**config.mk**
```make
export PLATFORM = sky130hd
export DESIGN_NAME = nand_target_emu
export DESIGN_NICKNAME = d
export VERILOG_FILES = /design/src/rtl/nand_target_emu.sv
export SDC_FILE = /design/constraint.sdc
export NUM_CORES = 1
export LEC_CHECK = 0
export CORE_MARGIN = 2
export CORE_UTILIZATION = 34
export DETAILED_ROUTE_END_ITERATION = 12
export PLACE_DENSITY = 0.55
export SLEW_MARGIN = 10
export SYNTH_ARGS = -nofsm -noshare
export SYNTH_HDL_FRONTEND = slang
export SYNTH_SLANG_ARGS = --single-unit
export TNS_END_PERCENT = 5
```
**constraint.sdc**
```tcl
create_clock -name PCLK -period 4 [get_ports PCLK]
set_input_delay 0.6 -clock PCLK [delete_from_list [all_inputs] [get_ports PCLK]]
set_output_delay 0.6 -clock PCLK [all_outputs]
set_load 0.05 [all_outputs]
```
**src/rtl/nand_target_emu.sv**
```systemverilog
// nand_target_emu: device-side NAND flash responder for controller loopback.
// Decodes CLE/ALE/nWE/nRE strobes, holds a small page array, and drives
// ready/busy with programmable busy times.
// Optional feature: define NAND_TARGET_ERASE_EN to compile in block erase
// (0x60 + 3 row cycles + 0xD0).
module nand_target_emu #(
    parameter int         PAGE_BYTES = 16,
    parameter int         NUM_PAGES  = 4,
    parameter int         T_R        = 8,
    parameter int         T_PROG     = 32,
    parameter int         T_RST      = 4,
    parameter int         T_ERS      = 16,
    parameter logic [7:0] ID0        = 8'h2C,
    parameter logic [7:0] ID1        = 8'hDA
) (
    input  logic       PCLK,
    input  logic       PRESET,
    input  logic       F_nCE,
    input  logic       F_CLE,
    input  logic       F_ALE,
    input  logic       F_nWE,
    input  logic       F_nRE,
    input  logic       F_nWP,
    input  logic [7:0] F_DIO_I,
    output logic [7:0] F_DIO_O,
    output logic       F_DIO_OE,
    output logic       F_nRB
);
    localparam int CB    = $clog2(PAGE_BYTES);
    localparam int PB    = $clog2(NUM_PAGES);
    localparam int TM0   = (T_R > T_PROG) ? T_R : T_PROG;
    localparam int TM1   = (T_RST > T_ERS) ? T_RST : T_ERS;
    localparam int TMAX  = (TM0 > TM1) ? TM0 : TM1;
    localparam int TW    = $clog2(TMAX + 1);

    typedef enum logic [2:0] {
        IDLE, ADDR, DIN, BUSY, DOUT_PAGE, DOUT_ID, DOUT_STAT
    } state_t;

    state_t          state, next_st;
    logic            nwe_q, nre_q;
    logic [7:0]      cmd;
    logic [2:0]      acnt;
    logic [CB-1:0]   col;
    logic [PB-1:0]   page;
    logic [1:0]      id_ptr;
    logic            fail;
    logic [TW-1:0]   timer;
    logic            copy_on, copy_ers;
    logic [CB:0]     cp_idx;
    logic [7:0]      page_reg [PAGE_BYTES];
    logic [7:0]      mem [NUM_PAGES][PAGE_BYTES];
    logic [7:0]      rd_byte;

    logic we_stb, cmd_stb, addr_stb, data_stb, re_fall, re_rise, busy, dout, copy_now;

    assign we_stb   = !nwe_q && F_nWE && !F_nCE;
    assign cmd_stb  = we_stb && F_CLE && !F_ALE;
    assign addr_stb = we_stb && F_ALE && !F_CLE;
    assign data_stb = we_stb && !F_CLE && !F_ALE;
    assign re_fall  = nre_q && !F_nRE && !F_nCE;
    assign re_rise  = !nre_q && F_nRE && !F_nCE;
    assign busy     = (timer != '0);
    assign dout     = (state == DOUT_PAGE) || (state == DOUT_ID) || (state == DOUT_STAT);
    // One array byte per busy cycle until the whole page has been copied.
    assign copy_now = busy && copy_on && !cp_idx[CB];

    // Byte presented on the next nRE falling edge, chosen by output mode.
    always_comb begin
        rd_byte = 8'h00;
        case (state)
            DOUT_PAGE: rd_byte = mem[page][col];
            DOUT_ID:   rd_byte = (id_ptr == 2'd0) ? ID0 : (id_ptr == 2'd1) ? ID1 : 8'h00;
            DOUT_STAT: rd_byte = {F_nWP, F_nRB, 5'b0, fail};
            default:   rd_byte = 8'h00;
        endcase
    end

    // Page register: preset to 0xFF on program setup, filled by data-in strobes.
    always_ff @(posedge PCLK) begin
        if (cmd_stb && !busy && F_DIO_I == 8'h80) begin
            for (int i = 0; i < PAGE_BYTES; i++) page_reg[i] <= 8'hFF;
        end else if (data_stb && !busy && state == DIN) begin
            page_reg[col] <= F_DIO_I;
        end
    end

    // Array write port; the array deliberately survives PRESET.
    always_ff @(posedge PCLK) begin
        if (copy_now)
            mem[page][cp_idx[CB-1:0]] <= copy_ers ? 8'hFF : page_reg[cp_idx[CB-1:0]];
    end

    // Main FSM: strobe decode, busy timer and registered pin outputs.
    always_ff @(posedge PCLK) begin
        if (PRESET) begin
            state    <= IDLE;
            next_st  <= IDLE;
            nwe_q    <= 1'b1;
            nre_q    <= 1'b1;
            cmd      <= 8'h00;
            acnt     <= '0;
            col      <= '0;
            page     <= '0;
            id_ptr   <= '0;
            fail     <= 1'b0;
            timer    <= '0;
            copy_on  <= 1'b0;
            copy_ers <= 1'b0;
            cp_idx   <= '0;
            F_DIO_O  <= 8'h00;
            F_DIO_OE <= 1'b0;
            F_nRB    <= 1'b1;
        end else begin
            nwe_q <= F_nWE;
            nre_q <= F_nRE;

            // Busy countdown; a command below on the same edge overrides it.
            if (busy) begin
                if (copy_now) cp_idx <= cp_idx + 1'b1;
                if (timer == TW'(1)) begin
                    F_nRB   <= 1'b1;
                    copy_on <= 1'b0;
                    if (state == BUSY) state <= next_st;
                end
                timer <= timer - 1'b1;
            end

            if (cmd_stb) begin
                if (F_DIO_I == 8'hFF) begin
                    timer   <= TW'(T_RST);
                    F_nRB   <= 1'b0;
                    state   <= BUSY;
                    next_st <= IDLE;
                    copy_on <= 1'b0;
                end else if (F_DIO_I == 8'h70) begin
                    state <= DOUT_STAT;
                end else if (!busy) begin
                    case (F_DIO_I)
                        8'h00, 8'h80, 8'h90: begin
                            cmd   <= F_DIO_I;
                            state <= ADDR;
                            acnt  <= '0;
                        end
                        8'h30: begin
                            if (state == ADDR && cmd == 8'h00 && acnt == 3'd5) begin
                                timer   <= TW'(T_R);
                                F_nRB   <= 1'b0;
                                state   <= BUSY;
                                next_st <= DOUT_PAGE;
                            end else begin
                                state <= IDLE;
                            end
                        end
                        8'h10: begin
                            if (state == DIN && cmd == 8'h80) begin
                                if (!F_nWP) begin
                                    fail  <= 1'b1;
                                    state <= IDLE;
                                end else begin
                                    fail     <= 1'b0;
                                    timer    <= TW'(T_PROG);
                                    F_nRB    <= 1'b0;
                                    state    <= BUSY;
                                    next_st  <= IDLE;
                                    copy_on  <= 1'b1;
                                    copy_ers <= 1'b0;
                                    cp_idx   <= '0;
                                end
                            end else begin
                                state <= IDLE;
                            end
                        end
`ifdef NAND_TARGET_ERASE_EN
                        8'h60: begin
                            cmd   <= F_DIO_I;
                            state <= ADDR;
                            acnt  <= '0;
                        end
                        8'hD0: begin
                            if (state == ADDR && cmd == 8'h60 && acnt == 3'd3) begin
                                if (!F_nWP) begin
                                    fail  <= 1'b1;
                                    state <= IDLE;
                                end else begin
                                    fail     <= 1'b0;
                                    timer    <= TW'(T_ERS);
                                    F_nRB    <= 1'b0;
                                    state    <= BUSY;
                                    next_st  <= IDLE;
                                    copy_on  <= 1'b1;
                                    copy_ers <= 1'b1;
                                    cp_idx   <= '0;
                                end
                            end else begin
                                state <= IDLE;
                            end
                        end
`endif
                        default: state <= IDLE;
                    endcase
                end
            end else if (addr_stb && !busy && state == ADDR) begin
                case (cmd)
                    8'h90: begin
                        state  <= DOUT_ID;
                        id_ptr <= '0;
                    end
`ifdef NAND_TARGET_ERASE_EN
                    8'h60: begin
                        // Erase takes row cycles only; row0 carries the page.
                        if (acnt == 3'd0) page <= F_DIO_I[PB-1:0];
                        if (acnt != 3'd3) acnt <= acnt + 1'b1;
                    end
`endif
                    default: begin
                        // col0, col1, row0, row1, row2; surplus cycles ignored.
                        if (acnt == 3'd0) col  <= F_DIO_I[CB-1:0];
                        if (acnt == 3'd2) page <= F_DIO_I[PB-1:0];
                        if (acnt != 3'd5) acnt <= acnt + 1'b1;
                        if (cmd == 8'h80 && acnt == 3'd4) state <= DIN;
                    end
                endcase
            end else if (data_stb && !busy && state == DIN) begin
                col <= col + 1'b1;
            end

            // Read side: load on nRE fall, advance on nRE rise.
            if (F_nCE || F_nRE) F_DIO_OE <= 1'b0;
            if (re_fall && dout) begin
                F_DIO_O  <= rd_byte;
                F_DIO_OE <= 1'b1;
            end
            if (re_rise) begin
                if (state == DOUT_PAGE) col <= col + 1'b1;
                if (state == DOUT_ID && id_ptr != 2'd2) id_ptr <= id_ptr + 1'b1;
            end
        end
    end
endmodule
```
# Word-level counts from Yosys, hierarchy flattened
# Memory sizes are Yosys's and may differ from the RTL's. A register that Yosys moved wholly into a read port is not among the register bits.
# Index checks and enable logic that the tools add are counted.
# op_classes
add_sub_neg	5
n_mul	0
div	0
magnitude_cmp	3
eq_ne	31
n_shift	0
n_mux	102
bitwise_logic	7
n_reduce_logical	54
# ops
cell	n
128-bit 2-to-1 mux	1
3-bit 2-to-1 mux	25
6-bit 2-to-1 mux	8
8-bit 2-to-1 mux	6
5-bit 2-to-1 mux	9
8-bit == test (second input constant)	5
4-bit 2-to-1 mux	9
8-bit binary-select mux with 4-bit select	1
8-bit demux with 4-bit select	1
1-bit 2-to-1 mux	28
1-bit logical AND	27
8-bit one-hot mux with 3 select lines	1
2-bit 2-to-1 mux	9
8-bit zero test	2
3-bit == test (second input constant)	5
7-bit AND reduction	2
2-bit inequality test (second input constant)	6
3-bit inequality test (second input constant)	4
6-bit one-hot mux with 2 select lines	1
5-bit >= comparator (second input constant)	2
4-bit NOT with 5-bit output	2
3-bit by 2-bit == test with 1-bit output (second input constant)	3
3-bit one-hot mux with 3 select lines	1
8-bit by 5-bit == test with 1-bit output (second input constant)	1
27 further kinds	43
# word_totals
reg_bits	50
latch_bits	0
ramBits	640
rom_bits	0
in_bits	16
output_inout_bits	10
elab_cells	220
mem_count	2
# mem_list
memory	words	word_bits	read_ports	rd_clocked_by_memory_dff	write_ports	line	source
mem	4	128	1	1	1	52	logic [7:0] mem [NUM_PAGES][PAGE_BYTES];
page_reg	16	8	1	1	16	51	logic [7:0] page_reg [PAGE_BYTES];

# Depth between registers and ports, before layout
# logic_depth
ltp_word	13
mapped_depth	10
mapped_depth_nobuf	8

# Least setup slack after synthesis
# OpenSTA, ideal clock, no wires.
# synth_timing
kind	register to register
startpoint	register cp_idx[0] (netlist name)
endpoint	memory mem[0][0] (netlist bit) (data pin)
setup_ns	0.369
arrival_time_ns	2.511
required_ns	3.631
slack_ns	1.119
stages_incl_launch_ff	5
n_path_buf	2
period_less_slack_ns	2.881
path_cell_list	dfxtp_1 clkbuf_1 buf_1 mux4_2 mux4_2
# synth_lines
element	line
to (decl)	52

# Worst setup path after layout
# layout_timing
startpoint	register timer[0]
endpoint	memory mem[3][100] (netlist bit) (enable)
# layout_via
elab_chain_len	5
# layout_rtl
element	line	source
from (decl)	48	logic [TW-1:0] timer;
from (signal assigned)	126	timer <= timer - 1'b1;
from (signal assigned)	131	timer <= TW'(T_RST);
from (signal assigned)	147	timer <= TW'(T_R);
6-bit nonzero test	63	assign busy = (timer != '0);
1-bit logical AND (2 in a row)	66	assign copy_now = busy && copy_on && !cp_idx[CB];
1-bit 2-to-1 mux	90	if (copy_now)
128-bit 2-to-1 mux	91	mem[page][cp_idx[CB-1:0]] <= copy_ers ? 8'hFF : page_reg[cp_idx[CB-1:0]];
# Every way passes these cells.

==> flow_summary.ini <==
[flow_run]
max_cap_violations = 0

[logic_synthesis]
synth_top_area_cell = edfxtp_1
async_flop_share = 0
synth_edf_count = 640
synth_ff_type = edfxtp_1
syn_area_sq_um = 28470
synth.distinct_cells = 64
syn_avg_cell_area_sq_um = 16.39
ys_top_cells_by_area = edfxtp_1, mux4_2, mux2i_1
synth.ff_latch_count = 690
seq_area_frac_synth = 0.7102
yosysWarnings = 0
synth_top_area_share = 0.6750
synth_nets = 1771
synthCells = 1737

[pwr]
pwr-share-clk = 0.452
intPower_w = 0.01182
power_density_nw_per_um2 = 457.9
p_leak_nw = 9.284
switchingPower_w = 0.003045
p_comb_frac = 0.022
seq_power_share = 0.526
switching_share = 0.2048
ir_drop_mv = 0.2492

[route]
dr_total_vias = 15580
viasPerCell = 5.314
drt_iter0_drc = 1544
drc = 0
wl_per_cell_um = 24.82
postRouteAntennaNets = 0
drt_wl_total_um = 72750
drtPass1Iterations = 5

[setup_path]
start_kind = flip-flop
cp.arrival_ns = 3.34
crit_path_end_kind = flip-flop
r2r_slack_ns = 0.89
path_class = flip-flop to flip-flop
ff2ff_path_depth = 8
required_ns = 4.23
critPathMaxFanout = 20
cp_cell_sequence = inv_1, ha_1, nor2b_1, and2_1, nor3b_2, buf_4, nand3_1, nor2_1
crit_path_max_incr_delay_ns = 0.74
cpMaxStageDelayCell = nor2_1

[floorplan]
ios = 26
start_util = 0.3418
die_height_um = 293.4
coreArea_sq_um = 83290
die-area_sq_um = 86070
rows = 106
die_w_um = 293.4

[clock_tree]
cts_buffers = 75
cts_resized = 0
htreeDepth = 3
root_buffer = clkbuf_16
post-cts-setup-buffers = 0
clk_latency_ns = 0.63
ctsHoldBuffers = 0
cts_max_path_buffers = 3
cts.sinks = 690
cts_tree = done
clk_pin_slew_ns = 0.05

[finish]
mostFrequentLayoutCells = edfxtp_1, mux2i_1, nor2_1, mux4_2, or2_2
diodes = 0
final_common_cell = edfxtp_1
largest_reg_flops = 512
fin_area_sq_um = 32460
num-fill-cells = 7622
nets = 1827
multi_input_area_sq_um = 7764
final_util = 0.3898
drive_gt1_frac = 0.1918
area_growth_syn_to_layout_pct = 14.02
register_area_sq_um = 20230

[grt]
grt_pass1_vias = 15500
grt_max_degree = 65
grt_pass1_wl_um = 105500
globalRouteTotalUtil = 0.1680
grt_overflow_total = 0
antenna_found_initial = 3

[sta]
finalSetupViolCount = 0
min_period_ns = 3.115
maxSlewViolCount = 0
tightest_slew_ns = 1.277
finClkSkew_ns = 0.03252
period_share = 0.7787
hold_viol_final = 0
max_slew_margin = 0.1466
fmax_mhz = 321.0
timing.setup.tns_ns = 0
rsz0062_at_grt = false

[run_status]
status = completed

[worst_hold_path]
whs_path_depth = 2
timing.hold.worst.class = flip-flop to flip-flop

[placement]
placed_area_sq_um = 30100
gp_routability_congestion = 0.8281
port-buffer-count = 25
hpwl_um = 46280
-- kinds of logic (layout without fill, tap and decap cells) --
logic type                 after synthesis  count (layout)  share of synthesized area
muxes                                  264             264                     0.1351
AOI/OAI and AO/OA                      161             161                    0.03885
and+or+nand+nor                        478             478                    0.08820
buffers and inverters                  118             232                    0.01727
xor gates and xnor gates                 8               8                   0.002461
adders and majority gates               18              18                   0.007911
DFF                                    690             690                     0.7102
-- final timing paths --
check | end | start
min reg2reg | F_DIO_OE$_SDFFE_PP0P_ | F_DIO_OE$_SDFFE_PP0P_
min | F_DIO_OE$_SDFFE_PP0P_ | F_DIO_OE$_SDFFE_PP0P_
max | mem[3][100]$_DFFE_PP_ | timer[0]$_SDFF_PP0_
max reg2reg | mem[3][100]$_DFFE_PP_ | timer[0]$_SDFF_PP0_
-- layer usage --
| metal | share of wire | track usage |
|---|---|---|
| met5 | 0.00018 | 0 |
| met4 | 0.028 | 0.05338 |
| met3 | 0.064 | 0.03359 |
| met2 | 0.48 | 0.2717 |
| met1 | 0.43 | 0.2279 |
-- synth_stat cells (3+ instances only) --
library cell / n
buf_1: 12
nand2_1: 70
and3_1: 9
mux2i_1: 166
inv_1: 15
or4_1: 3
nor3_1: 17
nand2_4: 4
a211oi_1: 5
dfxtp_1: 50
or2_1: 33
nor2_1: 115
o211ai_1: 9
o21ai_0: 24
buf_2: 27
or2_2: 84
clkbuf_1: 59
nand2b_1: 8
o22ai_1: 4
a21oi_1: 23
a31oi_1: 8
mux4_2: 96
xnor2_1: 4
nand3_1: 74
o31ai_1: 5
and2_1: 7
nand4_1: 15
a22oi_1: 61
nor2b_1: 8
edfxtp_1: 640
ha_1: 18
xor2_1: 4
a221oi_1: 9
nor4_1: 9
nand3b_1: 3
-- final cells by class --
type	instances	share of cell area
flip-flops and latches	690	0.6232
multi-input cells	929	0.2392
clock buffers	95	0.06240
well taps	1080	0.04163
repair buffers	80	0.02120
clock inverters	40	0.01048
inverters	17	0.001966
-- metrics by stage --
stage	power, W	setup slack, ns	instances	hold WS, ns
6_report	0.01487	0.8852	2931	0.4533
5_1_grt	0.01529	0.6879	2931	0.4743
4_1_cts	0.01499	0.8168	2931	0.4562
3_5_place_dp	0.008303	0.5184	2796	0.4491
3_3_place_gp	0.008309	0.6419	2796	0.4491
2_1_floorplan	0.008196	1.119	1737	0.4413
-- critical path: cells and delay by family (launching register included) --
family        cells  cell delay [ns]
simple gates      5             1.68
flops             1             0.37
buf+inv           2             0.43
fa+ha+maj         1             0.21
-- power by group through the flow --
stage	Combinational, W	Sequential (W)	Clock (W)
5_1_grt	0.000367	0.00782	0.00710
3_5_place_dp	0.000331	0.00797	0
4_1_cts	0.000334	0.00782	0.00683
3_3_place_gp	0.000337	0.00797	0
2_1_floorplan	0.000227	0.00797	0
6_report	0.000331	0.00782	0.00671
Power figures use the tool's default switching activity.
